**src/rtl/stream_argmax_if.sv**
```systemverilog
// Valid/ready stream bundle for stream_argmax: element input side, result output side.
// slave is the argmax block itself; master is the producer/consumer pair driving it.
interface stream_argmax_if #(
  parameter int WIDTH = 3,
  parameter int COUNT = 4
);
  localparam int IDX_W = $clog2(COUNT);

  logic             in_valid;
  logic             in_ready;
  logic [WIDTH-1:0] in_data;
  logic             find_min;
  logic             signed_mode;
  logic             out_valid;
  logic             out_ready;
  logic [IDX_W-1:0] out_index;
  logic [WIDTH-1:0] out_value;
  logic             out_tie;

  modport slave (
    input  in_valid, in_data, find_min, signed_mode, out_ready,
    output in_ready, out_valid, out_index, out_value, out_tie
  );

  modport master (
    output in_valid, in_data, find_min, signed_mode, out_ready,
    input  in_ready, out_valid, out_index, out_value, out_tie
  );
endinterface

```
**src/rtl/stream_argmax.sv**
```systemverilog
// Streaming arg-extreme finder: accumulates COUNT elements per frame and reports the
// index/value of the max or min element (unsigned or signed) plus a tie flag.
module stream_argmax #(
  parameter int WIDTH = 3,
  parameter int COUNT = 4
) (
  input  logic             clk,
  input  logic             rstn,
  input  logic             flush,
  stream_argmax_if.slave   bus
);
  localparam int IDX_W = $clog2(COUNT);

  localparam logic [0:0] ACCUM = 1'b0;
  localparam logic [0:0] HOLD  = 1'b1;

  logic [0:0]       state;
  logic [IDX_W-1:0] cnt;
  logic [WIDTH-1:0] best_val;
  logic [IDX_W-1:0] best_idx;
  logic             best_tie;
  logic             mode_min;
  logic             mode_signed;
  logic [WIDTH-1:0] res_val;
  logic [IDX_W-1:0] res_idx;
  logic             res_tie;

  logic             accept;
  logic             last;
  logic             greater;
  logic             equal;
  logic             better;
  logic [WIDTH-1:0] nxt_val;
  logic [IDX_W-1:0] nxt_idx;
  logic             nxt_tie;

  assign bus.in_ready  = (state == ACCUM);
  assign bus.out_valid = (state == HOLD);
  assign bus.out_index = res_idx;
  assign bus.out_value = res_val;
  assign bus.out_tie   = res_tie;

  assign accept  = bus.in_valid && (state == ACCUM) && !flush;
  assign last    = (cnt == IDX_W'(COUNT - 1));
  assign greater = mode_signed ? ($signed(bus.in_data) > $signed(best_val))
                               : (bus.in_data > best_val);
  assign equal   = (bus.in_data == best_val);
  assign better  = mode_min ? (!greater && !equal) : greater;

  // Running best after folding in the current element; lowest index wins on ties.
  always_comb begin
    nxt_val = best_val;
    nxt_idx = best_idx;
    nxt_tie = best_tie;
    if (cnt == '0) begin
      nxt_val = bus.in_data;
      nxt_idx = '0;
      nxt_tie = 1'b0;
    end else if (better) begin
      nxt_val = bus.in_data;
      nxt_idx = cnt;
      nxt_tie = 1'b0;
    end else if (equal) begin
      nxt_tie = 1'b1;
    end
  end

  always_ff @(posedge clk or negedge rstn) begin
    if (!rstn) begin
      state       <= ACCUM;
      cnt         <= '0;
      best_val    <= '0;
      best_idx    <= '0;
      best_tie    <= 1'b0;
      mode_min    <= 1'b0;
      mode_signed <= 1'b0;
      res_val     <= '0;
      res_idx     <= '0;
      res_tie     <= 1'b0;
    end else if (flush) begin
      state <= ACCUM;
      cnt   <= '0;
    end else begin
      case (state)
        ACCUM: begin
          if (accept) begin
            best_val <= nxt_val;
            best_idx <= nxt_idx;
            best_tie <= nxt_tie;
            // Mode is frozen for the frame at element 0.
            if (cnt == '0) begin
              mode_min    <= bus.find_min;
              mode_signed <= bus.signed_mode;
            end
            if (last) begin
              res_val <= nxt_val;
              res_idx <= nxt_idx;
              res_tie <= nxt_tie;
              cnt     <= '0;
              state   <= HOLD;
            end else begin
              cnt <= cnt + 1'b1;
            end
          end
        end
        HOLD: begin
          if (bus.out_ready) state <= ACCUM;
        end
        default: state <= ACCUM;
      endcase
    end
  end

  // Element 0 always loads directly, so the latched mode only matters from element 1.
  // The comparators above therefore read the registered mode bits without bypass.
endmodule

```
**src/flat_wrapper.sv**
```systemverilog
// flat-port wrapper written by rule: the top's interface ports become plain ports
module stream_argmax_flat 
#(
  parameter int WIDTH = 3,
  parameter int COUNT = 4
)
  (clk, rstn, flush, bus_in_valid, bus_in_data, bus_find_min, bus_signed_mode, bus_out_ready, bus_in_ready, bus_out_valid, bus_out_index, bus_out_value, bus_out_tie);
  stream_argmax_if #(.WIDTH(WIDTH), .COUNT(COUNT)) bus_i ();
  input  logic clk;
  input  logic rstn;
  input  logic flush;
  input wire logic [$bits(bus_i.in_valid)-1:0] bus_in_valid;
  input wire logic [$bits(bus_i.in_data)-1:0] bus_in_data;
  input wire logic [$bits(bus_i.find_min)-1:0] bus_find_min;
  input wire logic [$bits(bus_i.signed_mode)-1:0] bus_signed_mode;
  input wire logic [$bits(bus_i.out_ready)-1:0] bus_out_ready;
  output wire logic [$bits(bus_i.in_ready)-1:0] bus_in_ready;
  output wire logic [$bits(bus_i.out_valid)-1:0] bus_out_valid;
  output wire logic [$bits(bus_i.out_index)-1:0] bus_out_index;
  output wire logic [$bits(bus_i.out_value)-1:0] bus_out_value;
  output wire logic [$bits(bus_i.out_tie)-1:0] bus_out_tie;
  assign bus_i.in_valid = bus_in_valid;
  assign bus_i.in_data = bus_in_data;
  assign bus_i.find_min = bus_find_min;
  assign bus_i.signed_mode = bus_signed_mode;
  assign bus_i.out_ready = bus_out_ready;
  assign bus_in_ready = bus_i.in_ready;
  assign bus_out_valid = bus_i.out_valid;
  assign bus_out_index = bus_i.out_index;
  assign bus_out_value = bus_i.out_value;
  assign bus_out_tie = bus_i.out_tie;
  stream_argmax #(.WIDTH(WIDTH), .COUNT(COUNT)) u_core (.clk(clk), .rstn(rstn), .flush(flush), .bus(bus_i));
endmodule
```
**config.mk**
```make
export PLATFORM = sky130hd
export DESIGN_NAME = stream_argmax_flat
export DESIGN_NICKNAME = d
export VERILOG_FILES = /design/src/rtl/stream_argmax_if.sv /design/src/rtl/stream_argmax.sv /design/src/flat_wrapper.sv
export SDC_FILE = /design/constraint.sdc
export NUM_CORES = 1
export LEC_CHECK = 0
export ABC_AREA = 1
export CAP_MARGIN = 20
export CORE_UTILIZATION = 54
export DETAILED_ROUTE_END_ITERATION = 16
export GPL_TIMING_DRIVEN = 0
export PLACE_DENSITY = 0.82
export SYNTH_ARGS = -nofsm -noshare
export SYNTH_HDL_FRONTEND = slang
export SYNTH_SLANG_ARGS = --single-unit
```
**constraint.sdc**
```tcl
create_clock -name clk -period 4.5 [get_ports clk]
set_input_delay 1.125 -clock clk [delete_from_list [all_inputs] [get_ports clk]]
set_output_delay 1.125 -clock clk [all_outputs]
set_load 0.01 [all_outputs]
```
==> results of run 1 <==
==> worst max-delay path, delay by kind of cell <==
kind / cells / cell delay, ns
fa+ha+maj: 1 / 0.35
buf+inv: 2 / 0.47
simple gates: 10 / 0.78
==> logic make-up after synthesis <==
logic type / synth area share, %
and+or+nand+nor: 33.4
AOI/OAI and AO/OA: 4.57
muxes: 1.57
DFF: 44.4
adders and majority gates: 6.53
buffers and inverters: 9.53
==> routing by layer <==
metal  wire length [um]  part of all wire [%]  track usage, %
met1                735                    38            25.6
met4                 48                   2.5            9.09
met2               1030                    53            45.6
met3                139                   7.1            5.31
met5                  0                     0               0
==> sequential cells by signal, indices dropped and copies added (netlist names) <==
signal                cells
u_core.best_idx           2
u_core.best_tie           1
u_core.best_val           3
u_core.bus.out_index      2
u_core.bus.out_tie        1
u_core.bus.out_valid      1
u_core.bus.out_value      3
u_core.cnt                2
u_core.mode_min           1
u_core.mode_signed        1
==> metrics by stage <==
step                util (%)  hold WS (ns)  setup slack (ns)  power (W)
detailed placement      72.9         0.465              1.63   0.000367
global placement        72.9         0.463              1.69   0.000355
CTS                     74.6         0.493              1.95   0.000452
finish                  74.6         0.492              1.95   0.000449
global route            74.6         0.511              1.81   0.000486
floorplan                  -         0.449              2.25   0.000311
==> cells in the final DEF (no fill, tap or decap), drive strengths merged <==
cell type,netlist,final
nand3,15,15
o21bai,1,1
dfrtp,17,17
nor2,4,4
a21oi,1,1
o31ai,1,1
mux2,1,1
inv,23,23
nor3,1,1
nand2,42,42
clkbuf,0,3
nand4,4,4
clkinv,0,1
clkdlybuf4s50,0,17
ha,5,5
o21ai,4,4
==> final cells by class <==
type	instances	area [um2]
flip-flops and latches	17	425
fillers	118	400
well taps	16	20.0
clock buffers	3	22.5
inverters	23	91.3
multi-input cells	79	442
repair buffers	17	170
clock inverters	1	5.00
==> power by group <==
part | switching [W] | internal [W]
clock | 0.0000505 | 0.0000331
combinational | 0.000103 | 0.0000682
sequential | 0.0000155 | 0.000178
==> how the worst max path moves through the flow <==
stage	startpoint	to	slack, ns
after floorplan	bus_in_data[2]	u_core.best_val[0]	2.25
after global placement	bus_in_data[2]	u_core.bus.out_value[0]	1.69
after detailed placement	bus_in_data[2]	u_core.bus.out_value[0]	1.63
after CTS	bus_in_data[2]	u_core.bus.out_value[0]	1.95
after global routing	bus_in_data[2]	u_core.best_val[1]	1.81
final	bus_in_data[2]	u_core.bus.out_value[0]	1.95
==> metrics.md, run 1 <==
| Metric | Value |
|---|---|
| Status | `complete, no violations` |
| CTS tree | `done` |
| Predominant post-synthesis flop cell | `dfrtp_1` |
| GRT Total Usage | `24.1%` |
| Clk root buf | `clkbuf_4` |
| Initial DRC Count | `23` |
| DR pass1 iterations | `6` |
| Reg-to-Reg End | `u_core.bus.out_value[0]` |
| Post-synth cell types | `20` |
| Post-route cell area | `1180 um2` |
| First-pass GRT wire length | `3.36 mm` |
| Final Setup Violations | `0` |
| Hold EP | `u_core.bus.out_index[1]` |
| Async SR Flop Fraction | `100%` |
| Min-delay worst type | `flop to flop` |
| Max-capacitance violation count | `0` |
| Final WL | `1.96 mm` |
| Die W | `44.1 um` |
| DRC violations left | `0` |
| DR vias | `848` |
| Worst r2r path cells | `13` |
| P_leak | `0.641 nW` |
| DRT antenna net count | `0` |
| Die area | `1950 um2` |
| Syn avg cell area | `8.05 um2` |
| Crit path max fanout | `7` |
| GR Overflow Total | `0` |
| Placer Congestion | `0.793` |
| Max Root-Sink Buffers | `2` |
| Initial antenna violation count | `0` |
| Register area share after synthesis | `44.4%` |
| Worst hold stages | `2` |
| Via count of the first global-routing pass | `829` |
| ANT cells | `0` |
| R2R Path Start | `u_core.best_val[2]` |
| Area delta synth->final | `22.7%` |
| Peak VDD IR | `0.266 mV` |
| Synth top cells by count | `nand2_1 (38), inv_1 (18), dfrtp_1 (17)` |
| RSZ-0062 raised after global routing | `no` |
| Core Box Area | `1580 um2` |
| Critical Path AT | `2.75 ns` |
| CP max-delay cell | `clkdlybuf4s50_1` |
| Synthesis warning total | `0` |
| Achievable Freq | `392 MHz` |
| Crit share post-route | `56.7%` |
| Skew final | `0.00777 ns` |
| Via density | `5.44` |
| Detailed placer's ending HPWL | `1.53 mm` |
| Post-synth EDFFs | `0` |
| Starting Density | `60.8%` |
| Placed inst area | `1150 um2` |
| Post_cts resized | `0` |
| Final Hold Vio Count | `0` |
| Hold_sp | `u_core.bus.out_index[1]` |
| Pin count of the biggest net entering global routing | `18` |
| Setup TNS | `0 ns` |
| Critical Path RT | `4.70 ns` |
| Crit end category | `flop` |
| Slew Viols, Final | `0` |
| Synth top area share | `44.4%` |
| Crit path time final | `2.55 ns` |
| Worst skew pair latency | `0.30 ns` |
| Slew HR | `49.2%` |
| Post-synthesis register bit count | `17` |
| Most frequent cell after synthesis | `nand2_1` |
| Max stage delay on crit path | `0.42 ns` |
| Clk pin slew, worst setup/hold paths | `0.11 ns` |
| Final Net Count | `156` |
| Port buffer count | `17` |
| Yosys top cell by area | `dfrtp_1` |
| Dpl cells | `152` |
| Cts hold-fix bufs | `0` |
| Vert. Die Dim | `44.1 um` |
| Least-Margin Pin Slew | `0.759 ns` |
| Cell Area, Synth | `958 um2` |
| Critical Path Source Type | `input port` |
| Most used cell, CP | `nand2_1` |
| Synth area leaders | `dfrtp_1 (44%), nand2_1 (15%), nand3_1 (7.8%), inv_1 (7.0%), ha_1 (6.5%)` |
| Power per cell area | `382 nW/um2` |
| I/O pins | `18` |
| CP Cell Sequence | `clkdlybuf4s50_1 -> ha_1 -> nand2_1 -> nor2_1 -> inv_1 -> nand2_1 -> nand2_1 -> nand2_2 -> nand2_4 -> nand2_2 -> nand2_1 -> nand3_1 -> nand2_1` |
| Clk sinks | `17` |
| Total CTS buffers | `3` |
| Avg WL per Cell | `12.5 um` |
| Post-CTS setup repair buffer count | `0` |
| Final cell count without fillers | `156` |
| Syn nets | `134` |
| Syn Inst Count | `119` |
| H-tree lvl count | `1` |
| Layout cells sized above 1 | `12.1%` |
| Row cnt | `14` |
| R2r setup slk | `2.79 ns` |
| Crit Path Class | `input port to flop` |
(Power assumes the default switching activity.)
==> run 2: changes to the inputs <==
--- a/config.mk
+++ b/config.mk
@@ -7,10 +7,10 @@
 export LEC_CHECK = 0
 export ABC_AREA = 1
 export CAP_MARGIN = 20
-export CORE_UTILIZATION = 54
+export CORE_UTILIZATION = 50
 export DETAILED_ROUTE_END_ITERATION = 16
 export GPL_TIMING_DRIVEN = 0
-export PLACE_DENSITY = 0.82
+export PLACE_DENSITY = 0.77
 export SYNTH_ARGS = -nofsm -noshare
 export SYNTH_HDL_FRONTEND = slang
 export SYNTH_SLANG_ARGS = --single-unit
==> constraint.sdc (replaced) <==
create_clock -name clk -period 2.6 [get_ports clk]
set_input_delay 0.65 -clock clk [delete_from_list [all_inputs] [get_ports clk]]
set_output_delay 0.65 -clock clk [all_outputs]
set_load 0.01 [all_outputs]
==> run 2 against run 1 <==
Sequential power is 72% higher. Hold slack got worse by 0.0024 ns. Via count down 2.4%. Clock power rose by 75%. Non-clock buffer count is the same. Final cell count up 5.8%. Critical path depth is the same. Die area rose by 7.6%. Global-route usage shrank 0.67 points. Core utilization decreased by 7.3 points. Clock skew grew 0.0029 ns. Register-to-register slack lost 1.9 ns. Critical endpoint is now u_core.bus.out_value[2]. Largest power group unchanged.
==> metrics.md, run 2 (synthesis gave the netlist of run 1 again) <==
| Metric | Value |
|---|---|
| GR Util met3 | `4.37%` |
| Critical Path Source Type | `input port` |
| Placer Congestion | `0.727` |
| Max stage delay on crit path | `0.43 ns` |
| R2R Path Start | `u_core.best_val[2]` |
| Power per cell area | `654 nW/um2` |
| Total Power | `0.000776 W` |
| Reg-to-Reg End | `u_core.bus.out_value[2]` |
| Most used cell, CP | `nand2_1` |
| Area of the multi-input gates | `442 um2` |
| Area delta synth->final | `23.9%` |
| First-pass GRT wire length | `3.36 mm` |
| Die W | `45.8 um` |
| Via density | `5.02` |
| Seq. cell area | `425 um2` |
| I/O pins | `18` |
| RSZ-0062 raised after global routing | `no` |
| Worst hold margin | `0.490 ns` |
| Final cell count without fillers | `165` |
| P_leak | `0.641 nW` |
| Met2 GRT Util | `40.6%` |
| Critical Path AT | `2.27 ns` |
| Slew Viols, Final | `0` |
| CP top delay family | `simple AND/OR/NAND/NOR gates` |
| ANT cells | `0` |
| Starting Density | `54.3%` |
| Worst r2r path cells | `13` |
| Max Root-Sink Buffers | `2` |
| Core Box Area | `1760 um2` |
| Clk sinks | `17` |
| Peak VDD IR | `0.366 mV` |
| Hold_sp | `u_core.bus.out_value[2]` |
| Gr busiest metal | `met2` |
| Initial antenna violation count | `0` |
| Pin count of the biggest net entering global routing | `18` |
| DRT antenna net count | `0` |
| GR Overflow Total | `0` |
| Crit share post-route | `79.7%` |
| Crit path max fanout | `7` |
| CTS tree | `done` |
| Buf+Inv Stages, Crit Path | `2` |
| Clk root buf | `clkbuf_4` |
| Least-Margin Pin Slew | `0.768 ns` |
| Via count of the first global-routing pass | `786` |
| Crit end category | `flop` |
| Most common cell after layout, fill and taps aside | `nand2_1` |
| Row cnt | `15` |
| R2r setup slk | `0.88 ns` |
| Crit path time final | `2.07 ns` |
| Port buffer count | `17` |
| Avg WL per Cell | `11.9 um` |
| Total CTS buffers | `3` |
| Pre-CTS setup slack | `0.190 ns` |
| Worst skew pair latency | `0.30 ns` |
| Hold EP | `u_core.bus.out_value[2]` |
| H-tree lvl count | `1` |
| DRC violations left | `0` |
| CP Cell Sequence | `clkdlybuf4s50_1 -> ha_1 -> nand2_1 -> nor2_1 -> inv_1 -> nand2_1 -> nand2_1 -> nand2_2 -> nand2_4 -> nand2_2 -> nand2_1 -> nand3_1 -> nand2_1` |
| Final Net Count | `156` |
| Die area | `2100 um2` |
| Post_cts resized | `0` |
| Slack of the critical path | `0.529 ns` |
| Initial DRC Count | `14` |
| Clk pin slew, worst setup/hold paths | `0.11 ns` |
| Final WL | `1.97 mm` |
| DR pass1 iterations | `4` |
| Skew final | `0.0106 ns` |
| Final Hold Vio Count | `0` |
| GRT Total Usage | `23.4%` |
| # fillers | `162` |
| Max-capacitance violation count | `0` |
| Cts hold-fix bufs | `0` |
| Min-delay worst type | `flop to flop` |
| Final Setup Violations | `0` |
| Post-CTS setup repair buffer count | `0` |
| Status | `complete, no violations` |
| CP max-delay cell | `clkdlybuf4s50_1` |
| Critical Path RT | `2.80 ns` |
| Achievable Freq | `483 MHz` |
| Setup TNS | `0 ns` |
| Dpl cells | `161` |
| DR vias | `828` |
| Crit Path Class | `input port to flop` |
| Layout cells sized above 1 | `12.1%` |
| Vert. Die Dim | `45.8 um` |
| Slew HR | `48.7%` |
| Worst hold stages | `2` |
| Met1 usage | `27.1%` |
| Commonest cells after routing, fill and taps aside | `nand2_1 (38), inv_1 (18), clkdlybuf4s50_1 (17), dfrtp_1 (17), nand3_1 (15)` |
| Detailed placer's ending HPWL | `1.55 mm` |
## run 2: area by class of cell
type	count	area share, %
Timing Repair Buffer	17	14.3
Multi-Input combinational cell	79	37.2
Tap cell	25	2.63
Clock buffer	3	1.90
Sequential cell	17	35.8
Clock inverter	1	0.421
Inverter	23	7.69
## run 2: metal layers
layer  wire length, um  vias up  part of all wire [%]
met5                 0        -                     0
met4                34        0                   1.7
met3                59        4                   3.0
met2              1040       18                    53
met1               827      384                    42
li1                  -      422                     -
## run 2: worst reg2reg max path, cell delays in order, from the launching register on
cell	delay, ns
dfrtp_1	0.38
inv_1	0.07
ha_1	0.34
nand2_1	0.07
nor2_1	0.12
inv_1	0.05
nand2_1	0.05
nand2_1	0.06
nand2_2	0.10
nand2_4	0.09
nand2_2	0.09
nand2_1	0.07
nand3_1	0.09
nand2_1	0.05
## run 2: metrics by stage
step / utilization, % / area (um2)
finish: 67.3 / 1190
global route: 67.3 / 1190
CTS: 67.3 / 1190
detailed placement: 65.7 / 1160
global placement: 65.7 / 1160
floorplan: - / 958
## run 2: worst max path at each step
stage,startpoint,slack (ns),to,cells after the start
floorplan,bus_in_data[2],0.83,u_core.best_val[0],13
global placement,bus_in_data[2],0.26,u_core.bus.out_value[0],14
detailed placement,bus_in_data[2],0.19,u_core.bus.out_value[2],13
CTS,bus_in_data[2],0.50,u_core.bus.out_value[2],13
global route,bus_in_data[2],0.38,u_core.bus.out_value[2],14
finish,bus_in_data[2],0.53,u_core.bus.out_value[2],13
## run 2: power breakdown
part | switching, W | internal [W] | leakage (nW)
logic | 0.000177 | 0.000118 | 0.400
registers | 0.0000257 | 0.000309 | 0.222
clock network | 0.0000885 | 0.0000573 | 0.0177
==> run 3: changes to the inputs <==
--- a/config.mk
+++ b/config.mk
@@ -7,10 +7,10 @@
 export LEC_CHECK = 0
 export ABC_AREA = 1
 export CAP_MARGIN = 20
-export CORE_UTILIZATION = 50
+export CORE_UTILIZATION = 45
 export DETAILED_ROUTE_END_ITERATION = 16
 export GPL_TIMING_DRIVEN = 0
-export PLACE_DENSITY = 0.77
+export PLACE_DENSITY = 0.73
 export SYNTH_ARGS = -nofsm -noshare
 export SYNTH_HDL_FRONTEND = slang
 export SYNTH_SLANG_ARGS = --single-unit
==> constraint.sdc (replaced) <==
create_clock -name clk -period 1.8 [get_ports clk]
set_input_delay 0.45 -clock clk [delete_from_list [all_inputs] [get_ports clk]]
set_output_delay 0.45 -clock clk [all_outputs]
set_load 0.01 [all_outputs]
==> run 3 against run 2 <==
Hold slack worse by 0.0016 ns. Wire length up 6.0%. Via count up 4.3%. Core utilization down 3.0 points. Cell area up 7.3%. Global-route usage down 4.7 points. Power up 53%. Count of clock-buffer cells in the layout up 1. Sequential share of layout area down 2.4 points. Non-clock buffer count up 3. Critical path type is now flop to primary output. Register-to-register slack worse by 0.76 ns. Sequential cell count unchanged.
==> metrics.md, run 3 (synthesis gave the netlist of run 1 again) <==
| Metric | Value |
|---|---|
| Status | `complete, no violations` |
| Critical Path Source Type | `flop` |
| H-tree lvl count | `1` |
| R2r setup slk | `0.12 ns` |
| Area delta synth->final | `32.9%` |
| Dpl cells | `163` |
| Clk root buf | `clkbuf_4` |
| Slew HR | `48.5%` |
| Gate power share | `41.9%` |
| Final Setup Violations | `0` |
| Clk sinks | `17` |
| Initial antenna violation count | `0` |
| GR Util met3 | `5.56%` |
| P_leak | `0.676 nW` |
| # fillers | `172` |
| Initial DRC Count | `26` |
| GRT Total Usage | `18.7%` |
| Most common cell after layout, fill and taps aside | `nand2_1` |
| Pin count of the biggest net entering global routing | `18` |
| RSZ-0062 raised after global routing | `no` |
| DR vias | `864` |
| Area of the multi-input gates | `489 um2` |
| Flop pwr share | `41.0%` |
| Seq. cell area | `425 um2` |
| CP top delay family | `buffers and inverters` |
| Slew Viols, Final | `0` |
| Vert. Die Dim | `48.2 um` |
| Crit Path Class | `flop to primary output` |
| Clk pin slew, worst setup/hold paths | `0.10 ns` |
| Max-capacitance violation count | `0` |
| Layout cells sized above 1 | `19.6%` |
| Core Box Area | `1980 um2` |
| Net Sw Power | `0.000447 W` |
| Least-Margin Pin Slew | `0.770 ns` |
| Crit path max fanout | `4` |
| DR pass1 iterations | `6` |
| Critical Path AT | `1.30 ns` |
| Total Power | `0.00119 W` |
| ANT cells | `0` |
| Critical Path RT | `1.35 ns` |
| Crit share post-route | `97.1%` |
| Clock network power share | `17.1%` |
| Via density | `5.08` |
| Met2 GRT Util | `32.8%` |
| Final cell count without fillers | `170` |
| DRT antenna net count | `0` |
| Starting Density | `48.4%` |
| Post-route cell area | `1270 um2` |
| Final Net Count | `159` |
| Commonest cells after routing, fill and taps aside | `nand2_1 (36), dfrtp_1 (17), inv_1 (15)` |
| Met1 usage | `22.5%` |
| Placer Congestion | `0.781` |
| Buf+Inv Stages, Crit Path | `1` |
| CP max-delay cell | `clkdlybuf4s50_1` |
| I/O pins | `18` |
| CP Cell Sequence | `clkdlybuf4s50_1` |
| Setup TNS | `0 ns` |
| Final Hold Vio Count | `0` |
| Die W | `48.2 um` |
| Min-delay worst type | `flop to flop` |
| Gr busiest metal | `met2` |
| First-pass GRT wire length | `2.92 mm` |
| Power per cell area | `933 nW/um2` |
| Worst skew pair latency | `0.29 ns` |
| Int Pwr | `0.000742 W` |
| Peak VDD IR | `0.542 mV` |
| GR Overflow Total | `0` |
| Row cnt | `16` |
| Via count of the first global-routing pass | `722` |
| Crit path time final | `1.75 ns` |
| Crit end category | `primary output` |
| Sw Ratio | `37.6%` |
| Placed inst area | `1160 um2` |
| Die area | `2320 um2` |
| DRC violations left | `0` |
| Final WL | `2.08 mm` |
| Max stage delay on crit path | `0.57 ns` |
| CTS tree | `done` |
| Avg WL per Cell | `12.2 um` |
| Total CTS buffers | `3` |
| Port buffer count | `17` |
| Achievable Freq | `572 MHz` |
| Detailed placer's ending HPWL | `1.43 mm` |
| Max Root-Sink Buffers | `2` |
| Skew final | `0.0108 ns` |
## run 3: cell types whose count changed in the layout (fill, tap and decap cells not counted), moves of 2 or more
cell             delta
dlygate4sd2_1       +2
dlymetal6s2s_1      +2
clkdlybuf4s50_1     -4
inv_2               +3
inv_1               -3
buf_4               +2
ha_4                +2
nand2_1             -2
ha_1                -2
## run 3: worst paths after layout
check / cells after the start / from / end
worst max-delay path: 1 / u_core.bus.out_valid / bus_out_valid
worst max register to register: 13 / u_core.best_val[1] / u_core.bus.out_value[2]
min in group asynchronous: 1 / rstn / u_core.best_val[2]
worst min-delay path: 2 / u_core.bus.out_value[0] / u_core.bus.out_value[0]
worst min register to register: 2 / u_core.bus.out_value[0] / u_core.bus.out_value[0]
max in group asynchronous: 1 / rstn / u_core.bus.out_index[0]
## run 3: per-stage QoR
stage | hold slack (ns) | utilization (%) | worst slack, ns
finish | 0.488 | 64.3 | 0.0530
global route | 0.515 | 64.3 | 0.00350
CTS | 0.491 | 60.6 | 0.00679
detailed placement | 0.466 | 58.6 | -0.401
global placement | 0.462 | 58.6 | -0.346
floorplan | 0.154 | - | 0.228
## run 3: area by class of cell
| class | instances | share of cell area, % |
|---|---|---|
| clock buffers | 4 | 2.06 |
| repair buffers | 20 | 16.3 |
| well taps | 27 | 2.65 |
| multi-input cells | 79 | 38.4 |
| flip-flops and latches | 17 | 33.4 |
| inverters | 23 | 7.17 |
## run 3: power groups by stage
stage	clock network (W)	registers [W]	logic (W)
floorplan	0	0.000494	0.000283
global placement	0	0.000487	0.000405
detailed placement	0	0.000491	0.000428
CTS	0.000203	0.000483	0.000443
global route	0.000220	0.000495	0.000554
finish	0.000204	0.000487	0.000498
## run 3: per-layer routing
| layer | vias to the layer above | wire length, um |
|---|---|---|
| met4 | 0 | 14 |
| met1 | 403 | 863 |
| met5 | - | 0 |
| met3 | 4 | 88 |
| li1 | 431 | - |
| met2 | 26 | 1120 |
## run 3: timing repair
action | CTS | global route
gates resized for setup | 4 | 12
endpoints found under the setup margin | 13 | 10
pin swaps | 0 | 7
hold buffers | 0 | 0
buffers inserted | 0 | 3
